**src/rtl/input_spike_encoder.sv**
```systemverilog
// Delta-modulation spike encoder: turns ECG sample deltas into per-channel spike requests
// with a request/ack handshake. Define SPIKE_DROP_CNT_EN to add the saturating drop_cnt output.
module input_spike_encoder #(
   parameter int data_bit  = 7,
   parameter int thr_shift = 3
) (
   input  logic              clk,
   input  logic              resetn,
   input  logic [data_bit:0] sample_in,
   input  logic              sample_valid,
   output logic              sample_ready,
   output logic [15:0]       spikes_out,
   input  logic [15:0]       acks_in,
   output logic [3:0]        addr_out00,
   output logic [3:0]        addr_out01,
   output logic [3:0]        addr_out02,
   output logic [3:0]        addr_out03,
   output logic [3:0]        addr_out04,
   output logic [3:0]        addr_out05,
   output logic [3:0]        addr_out06,
   output logic [3:0]        addr_out07,
   output logic [3:0]        addr_out08,
   output logic [3:0]        addr_out09,
   output logic [3:0]        addr_out10,
   output logic [3:0]        addr_out11,
   output logic [3:0]        addr_out12,
   output logic [3:0]        addr_out13,
   output logic [3:0]        addr_out14,
   output logic [3:0]        addr_out15
`ifdef SPIKE_DROP_CNT_EN
   ,
   output logic [7:0]        drop_cnt
`endif
);

   // state  | meaning
   // IDLE   | waiting for a sample, sample_ready high
   // ENCODE | compare latched sample against ref, pick channel
   // EMIT   | post the event to the selected channel
   typedef enum logic [1:0] {S_IDLE, S_ENCODE, S_EMIT} state_t;

   localparam int SW = data_bit + 2;

   state_t            state;
   logic [data_bit:0] sample_q;
   logic [data_bit:0] ref_q;
   logic [3:0]        tbin;
   logic [3:0]        tag_q;
   logic              primed;
   logic [3:0]        ev_ch;
   logic [3:0]        ev_addr;

   logic [SW-1:0]     delta;
   logic [SW-1:0]     mag;
   logic [SW-1:0]     mag_sh;
   logic [2:0]        bucket;
   logic              hit;
   logic              ev_fire;

   logic [15:0]       active, gap, pend;
   logic [15:0]       active_nx, gap_nx, pend_nx;
   logic [3:0]        addr_q   [16];
   logic [3:0]        paddr_q  [16];
   logic [3:0]        addr_nx  [16];
   logic [3:0]        paddr_nx [16];
`ifdef SPIKE_DROP_CNT_EN
   logic              drop_ev;
`endif

   assign delta  = {1'b0, sample_q} - {1'b0, ref_q};
   assign mag    = delta[SW-1] ? (SW'(0) - delta) : delta;
   assign mag_sh = mag >> thr_shift;
   assign hit    = (mag_sh != '0);
   assign bucket = (mag_sh > SW'(8)) ? 3'd7 : 3'(mag_sh - SW'(1));

   assign sample_ready = (state == S_IDLE);
   assign ev_fire      = (state == S_EMIT);

   always_ff @(posedge clk or posedge resetn) begin
      if (resetn) begin
         state    <= S_IDLE;
         sample_q <= '0;
         ref_q    <= '0;
         tbin     <= '0;
         tag_q    <= '0;
         primed   <= 1'b0;
         ev_ch    <= '0;
         ev_addr  <= '0;
      end else begin
         unique case (state)
            S_IDLE: begin
               if (sample_valid) begin
                  sample_q <= sample_in;
                  tbin     <= tbin + 4'd1;
                  tag_q    <= tbin + 4'd1;
                  state    <= S_ENCODE;
               end
            end
            S_ENCODE: begin
               ref_q <= sample_q;
               if (!primed) begin
                  primed <= 1'b1;
                  state  <= S_IDLE;
               end else if (hit) begin
                  ev_ch   <= {delta[SW-1], bucket};
                  ev_addr <= tag_q;
                  state   <= S_EMIT;
               end else begin
                  state <= S_IDLE;
               end
            end
            S_EMIT:  state <= S_IDLE;
            default: state <= S_IDLE;
         endcase
      end
   end

   // Ack first, then gap release, then the new event sees the resulting channel state.
   always_comb begin
      active_nx = active;
      gap_nx    = gap;
      pend_nx   = pend;
      addr_nx   = addr_q;
      paddr_nx  = paddr_q;
`ifdef SPIKE_DROP_CNT_EN
      drop_ev   = 1'b0;
`endif
      for (int k = 0; k < 16; k++) begin
         if (active[k] && acks_in[k]) begin
            active_nx[k] = 1'b0;
            gap_nx[k]    = 1'b1;
         end else if (gap[k]) begin
            gap_nx[k] = 1'b0;
            if (pend[k]) begin
               active_nx[k] = 1'b1;
               addr_nx[k]   = paddr_q[k];
               pend_nx[k]   = 1'b0;
            end
         end
         if (ev_fire && (ev_ch == 4'(k))) begin
            if (!active_nx[k] && !gap_nx[k]) begin
               active_nx[k] = 1'b1;
               addr_nx[k]   = ev_addr;
            end else if (!pend_nx[k]) begin
               pend_nx[k]  = 1'b1;
               paddr_nx[k] = ev_addr;
            end
`ifdef SPIKE_DROP_CNT_EN
            else begin
               drop_ev = 1'b1;
            end
`endif
         end
      end
   end

   always_ff @(posedge clk or posedge resetn) begin
      if (resetn) begin
         active <= '0;
         gap    <= '0;
         pend   <= '0;
         for (int k = 0; k < 16; k++) begin
            addr_q[k]  <= '0;
            paddr_q[k] <= '0;
         end
      end else begin
         active  <= active_nx;
         gap     <= gap_nx;
         pend    <= pend_nx;
         addr_q  <= addr_nx;
         paddr_q <= paddr_nx;
      end
   end

`ifdef SPIKE_DROP_CNT_EN
   always_ff @(posedge clk or posedge resetn) begin
      if (resetn)
         drop_cnt <= '0;
      else if (drop_ev && (drop_cnt != 8'hFF))
         drop_cnt <= drop_cnt + 8'd1;
   end
`endif

   assign spikes_out = active;
   assign addr_out00 = addr_q[0];
   assign addr_out01 = addr_q[1];
   assign addr_out02 = addr_q[2];
   assign addr_out03 = addr_q[3];
   assign addr_out04 = addr_q[4];
   assign addr_out05 = addr_q[5];
   assign addr_out06 = addr_q[6];
   assign addr_out07 = addr_q[7];
   assign addr_out08 = addr_q[8];
   assign addr_out09 = addr_q[9];
   assign addr_out10 = addr_q[10];
   assign addr_out11 = addr_q[11];
   assign addr_out12 = addr_q[12];
   assign addr_out13 = addr_q[13];
   assign addr_out14 = addr_q[14];
   assign addr_out15 = addr_q[15];

endmodule

```
**config.mk**
```make
export PLATFORM = sky130hd
export DESIGN_NAME = input_spike_encoder
export DESIGN_NICKNAME = d
export VERILOG_FILES = /design/src/rtl/input_spike_encoder.sv
export SDC_FILE = /design/constraint.sdc
export NUM_CORES = 1
export LEC_CHECK = 0
export ABC_AREA = 1
export CAP_MARGIN = 5
export CORE_MARGIN = 3
export CORE_UTILIZATION = 42
export CTS_CLUSTER_SIZE = 16
export DETAILED_ROUTE_END_ITERATION = 12
export HOLD_SLACK_MARGIN = 0.12
export MAX_ROUTING_LAYER = met4
export PLACE_DENSITY = 0.66
export SLEW_MARGIN = 30
export SYNTH_ARGS = -nofsm -noshare
export SYNTH_HDL_FRONTEND = slang
export SYNTH_SLANG_ARGS = --single-unit
```
**constraint.sdc**
```tcl
create_clock -name clk -period 18.7 [get_ports clk]
set_input_delay 5.61 -clock clk [delete_from_list [all_inputs] [get_ports clk]]
set_output_delay 5.61 -clock clk [all_outputs]
set_load 0.01 [all_outputs]
```
==> flow_metrics.py <==
metrics = {
    "run_status": {
        "outcome": "complete, no violations",
    },
    "clock_tree": {
        "postCtsSetupBuffers": 0,
        "clockRootBuffer": "clkbuf_16",
        "clk_latency_ps": 510,
        "htree_levels": 1,
        "cts-resized-gates": 0,
        "cts_tree": "built",
        "cts_hold_buf": 0,
        "cts_buffers": 23,
        "cts_buffer_depth": 3,
        "cts.clk_slew.worst_paths_ps": 60,
        "clkSinkCount": 207,
    },
    "critical_path": {
        "cpLargestDelayFamily": "buffers and inverters",
        "critical_path.max_fanout": 3,
        "crit_type": "reg -> out",
        "crit_path_start_kind": "register",
        "cp.buffers_inverters": 1,
        "path_cells": "nor2_1, clkdlybuf4s50_1",
        "crit_required_ps": 13090,
        "rr_worst_depth": 17,
        "cp.arrival_ps": 1710,
        "crit_path_end_kind": "output pin",
        "crit_slowest_cell": "clkdlybuf4s50_1",
        "crit_cells": 2,
        "critical-path-max-stage-delay_ps": 600,
    },
    "grt": {
        "track_usage_pct": 18.4,
        "antenna_found_initial": 0,
        "grt_pass1_vias": 7005,
        "grt_pass1_wl_um": 35300,
        "overflow": 0,
        "grt_max_degree": 132,
    },
    "yosys": {
        "synth_flop_cell": "dfrtp_1",
        "netlist_area_um2": 9200,
        "async_reset_ff_share_pct": 100,
        "postSynthAreaPerCell_um2": 8.54,
        "synth_edf_count": 0,
        "yosys_warnings": 0,
        "ys_types": 31,
        "synthCells": 1078,
        "ys_seq_area_share_pct": 56.3,
        "synth_top_area_share_pct": 56.3,
        "syn_nets": 1117,
        "ys_top_cells_by_count": "nand2_1, dfrtp_1, o21ai_0",
        "synth.largest_area_cell": "dfrtp_1",
        "ys_seq_elements": 207,
        "synth_most_common_cell": "nand2_1",
        "synth_area_leaders": "dfrtp_1, nand2_1, o21ai_0, inv_1, a21oi_1",
    },
    "sta": {
        "rsz0062_at_grt": "no",
        "hold_slack_ps": 452,
        "tns_ps": 0,
        "worst_slack_ps": 11380,
        "clock_skew_ps": 22.7,
        "min_period_over_period_pct": 39.2,
        "worst_pin_slew_ps": 968,
        "fin_crit_ps": 7320,
        "drv_slew": 0,
        "fmax_ghz": 0.137,
        "hold_viol": 0,
        "setup_viol_count_final": 0,
        "relSlewSlack_pct": 35.5,
    },
    "drt": {
        "vias_per_cell": 4.94,
        "dr.first_iter.drc_count": 438,
        "drt-total-wl_um": 21200,
        "firstDrtPassIters": 5,
        "wl_per_cell_um": 14.2,
        "vias": 7358,
        "route.detailed.drc": 0,
        "ant_nets": 0,
    },
    "floorplanning": {
        "dieArea_um2": 23700,
        "io_pins": 108,
        "core-area_um2": 21300,
        "initial_core_util_pct": 43.2,
        "die_h_um": 154,
        "rows": 53,
        "dieWidth_um": 154,
    },
    "hold_path": {
        "whs_path_depth": 2,
        "hp-class": "reg -> reg",
    },
    "cells_and_area": {
        "finalNetCount": 1236,
        "diodes": 0,
        "finalNonFillerCells": 1489,
        "syn_to_final_growth_pct": 22.7,
        "drive_above_1_share_pct": 5.19,
    },
    "place": {
        "hpwl_um": 14200,
        "dp_cells": 1447,
        "place.gp.congestion": 0.833,
        "port_buffers": 107,
        "pre_cts_ws_ps": 10830,
    },
    "power": {
        "peakVddDrop_mv": 0.0779,
        "p_per_area_nw_per_um2": 172,
        "leakage_nw": 5.23,
    },
    "job": {
        "max_cap_viol_count": 0,
    },
}
-- flip-flops by register name (all words and copies together) (netlist names), 8 cells and up --
| register | cells |
|---|---|
| gap | 16 |
| paddr_q | 64 |
| pend | 16 |
| ref_q | 8 |
| sample_q | 8 |
| spikes_out | 16 |
-- power breakdown --
| part | switching [mW] | total, mW | internal [mW] |
|---|---|---|---|
| registers | 0.123 | 0.725 | 0.601 |
| logic | 0.450 | 0.790 | 0.339 |
| clock network | 0.178 | 0.429 | 0.250 |
| total | 0.752 | 1.94 | 1.19 |
-- final timing paths --
| check | slack [ps] | startpoint | end |
|---|---|---|---|
| min in group asynchronous | 5610 | resetn | addr_out07[3]$_DFF_PP0_ |
| max in group asynchronous | 11960 | resetn | ev_ch[0]$_DFFE_PP0P_ |
| max | 11380 | state[0]$_DFFE_PP0P_ | sample_ready |
| min | 450 | primed$_DFFE_PP0N_ | primed$_DFFE_PP0N_ |
| min reg2reg | 450 | primed$_DFFE_PP0N_ | primed$_DFFE_PP0N_ |
| max reg2reg | 15800 | sample_q[0]$_DFFE_PP0P_ | ev_ch[2]$_DFFE_PP0P_ |
-- layout make-up --
class,count,area [µm²]
well taps,275,344
flip-flops and latches,207,5180
repair buffers,108,1080
clock buffers,33,673
inverters,131,504
clock inverters,9,53.8
fillers,1967,9990
multi-input cells,726,3460
-- per-layer routing --
| layer | part of all wire [%] | wire length, µm | up-vias | GRT usage, % |
|---|---|---|---|---|
| li1 | - | - | 3744 | - |
| met1 | 48 | 10200 | 3433 | 25.9 |
| met2 | 46 | 9720 | 153 | 28.7 |
| met3 | 4.4 | 942 | 28 | 2.34 |
| met4 | 1.6 | 345 | 0 | 4.16 |
| met5 | 0 | 0 | - | - |
-- worst reg2reg max path: stages (launching register included) --
cell      delay, ps
dfrtp_1         360
inv_1           120
ha_1            200
fa_1            210
inv_1            80
nand3_1         120
nand2_2          90
a21oi_1         270
o21ai_0         170
xor2_1          180
inv_1            90
ha_1            170
a21boi_1        170
nand2_1          80
nand2_2         210
inv_2           120
nand2_1         100
nand2_1          70
-- cells by family after synthesis --
kind of cell    after synthesis  share of synthesized area [%]
compound gates              253                           14.5
xor+xnor                      6                          0.571
fa+ha+maj                    12                           1.71
buf+inv                     145                           6.13
flops                       207                           56.3
simple gates                455                           20.8
-- layout by cell type, fill, tap and decap left out, types with 2 or more instances in the layout --
master | synthesis | layout
nor3b_2 | 10 | 10
nand2_2 | 3 | 3
nand4_1 | 14 | 14
clkinvlp_4 | 0 | 2
clkbuf_16 | 0 | 23
clkbuf_1 | 8 | 4
nand3_1 | 33 | 33
a31oi_1 | 13 | 13
o21ai_0 | 185 | 185
o21ai_2 | 2 | 2
clkdlybuf4s50_1 | 0 | 107
clkbuf_8 | 0 | 6
xor2_1 | 5 | 5
a21oi_1 | 39 | 39
ha_1 | 11 | 11
inv_1 | 129 | 128
nor2_1 | 44 | 44
dfrtp_1 | 207 | 207
o211ai_1 | 10 | 10
clkinv_2 | 0 | 6
inv_2 | 2 | 2
nor2_2 | 2 | 2
nand2_1 | 344 | 344
-- per-stage QoR --
stage          area [µm²]  total power [mW]  utilization (%)
6_report            11300              1.94             53.1
5_1_grt             11300              2.10             53.1
4_1_cts             11300              1.96             53.0
3_5_place_dp        10600              1.52             49.6
3_3_place_gp        10600              1.51             49.6
2_1_floorplan        9200              1.21                -
No activity file was read; power rests on OpenSTA's default activity.
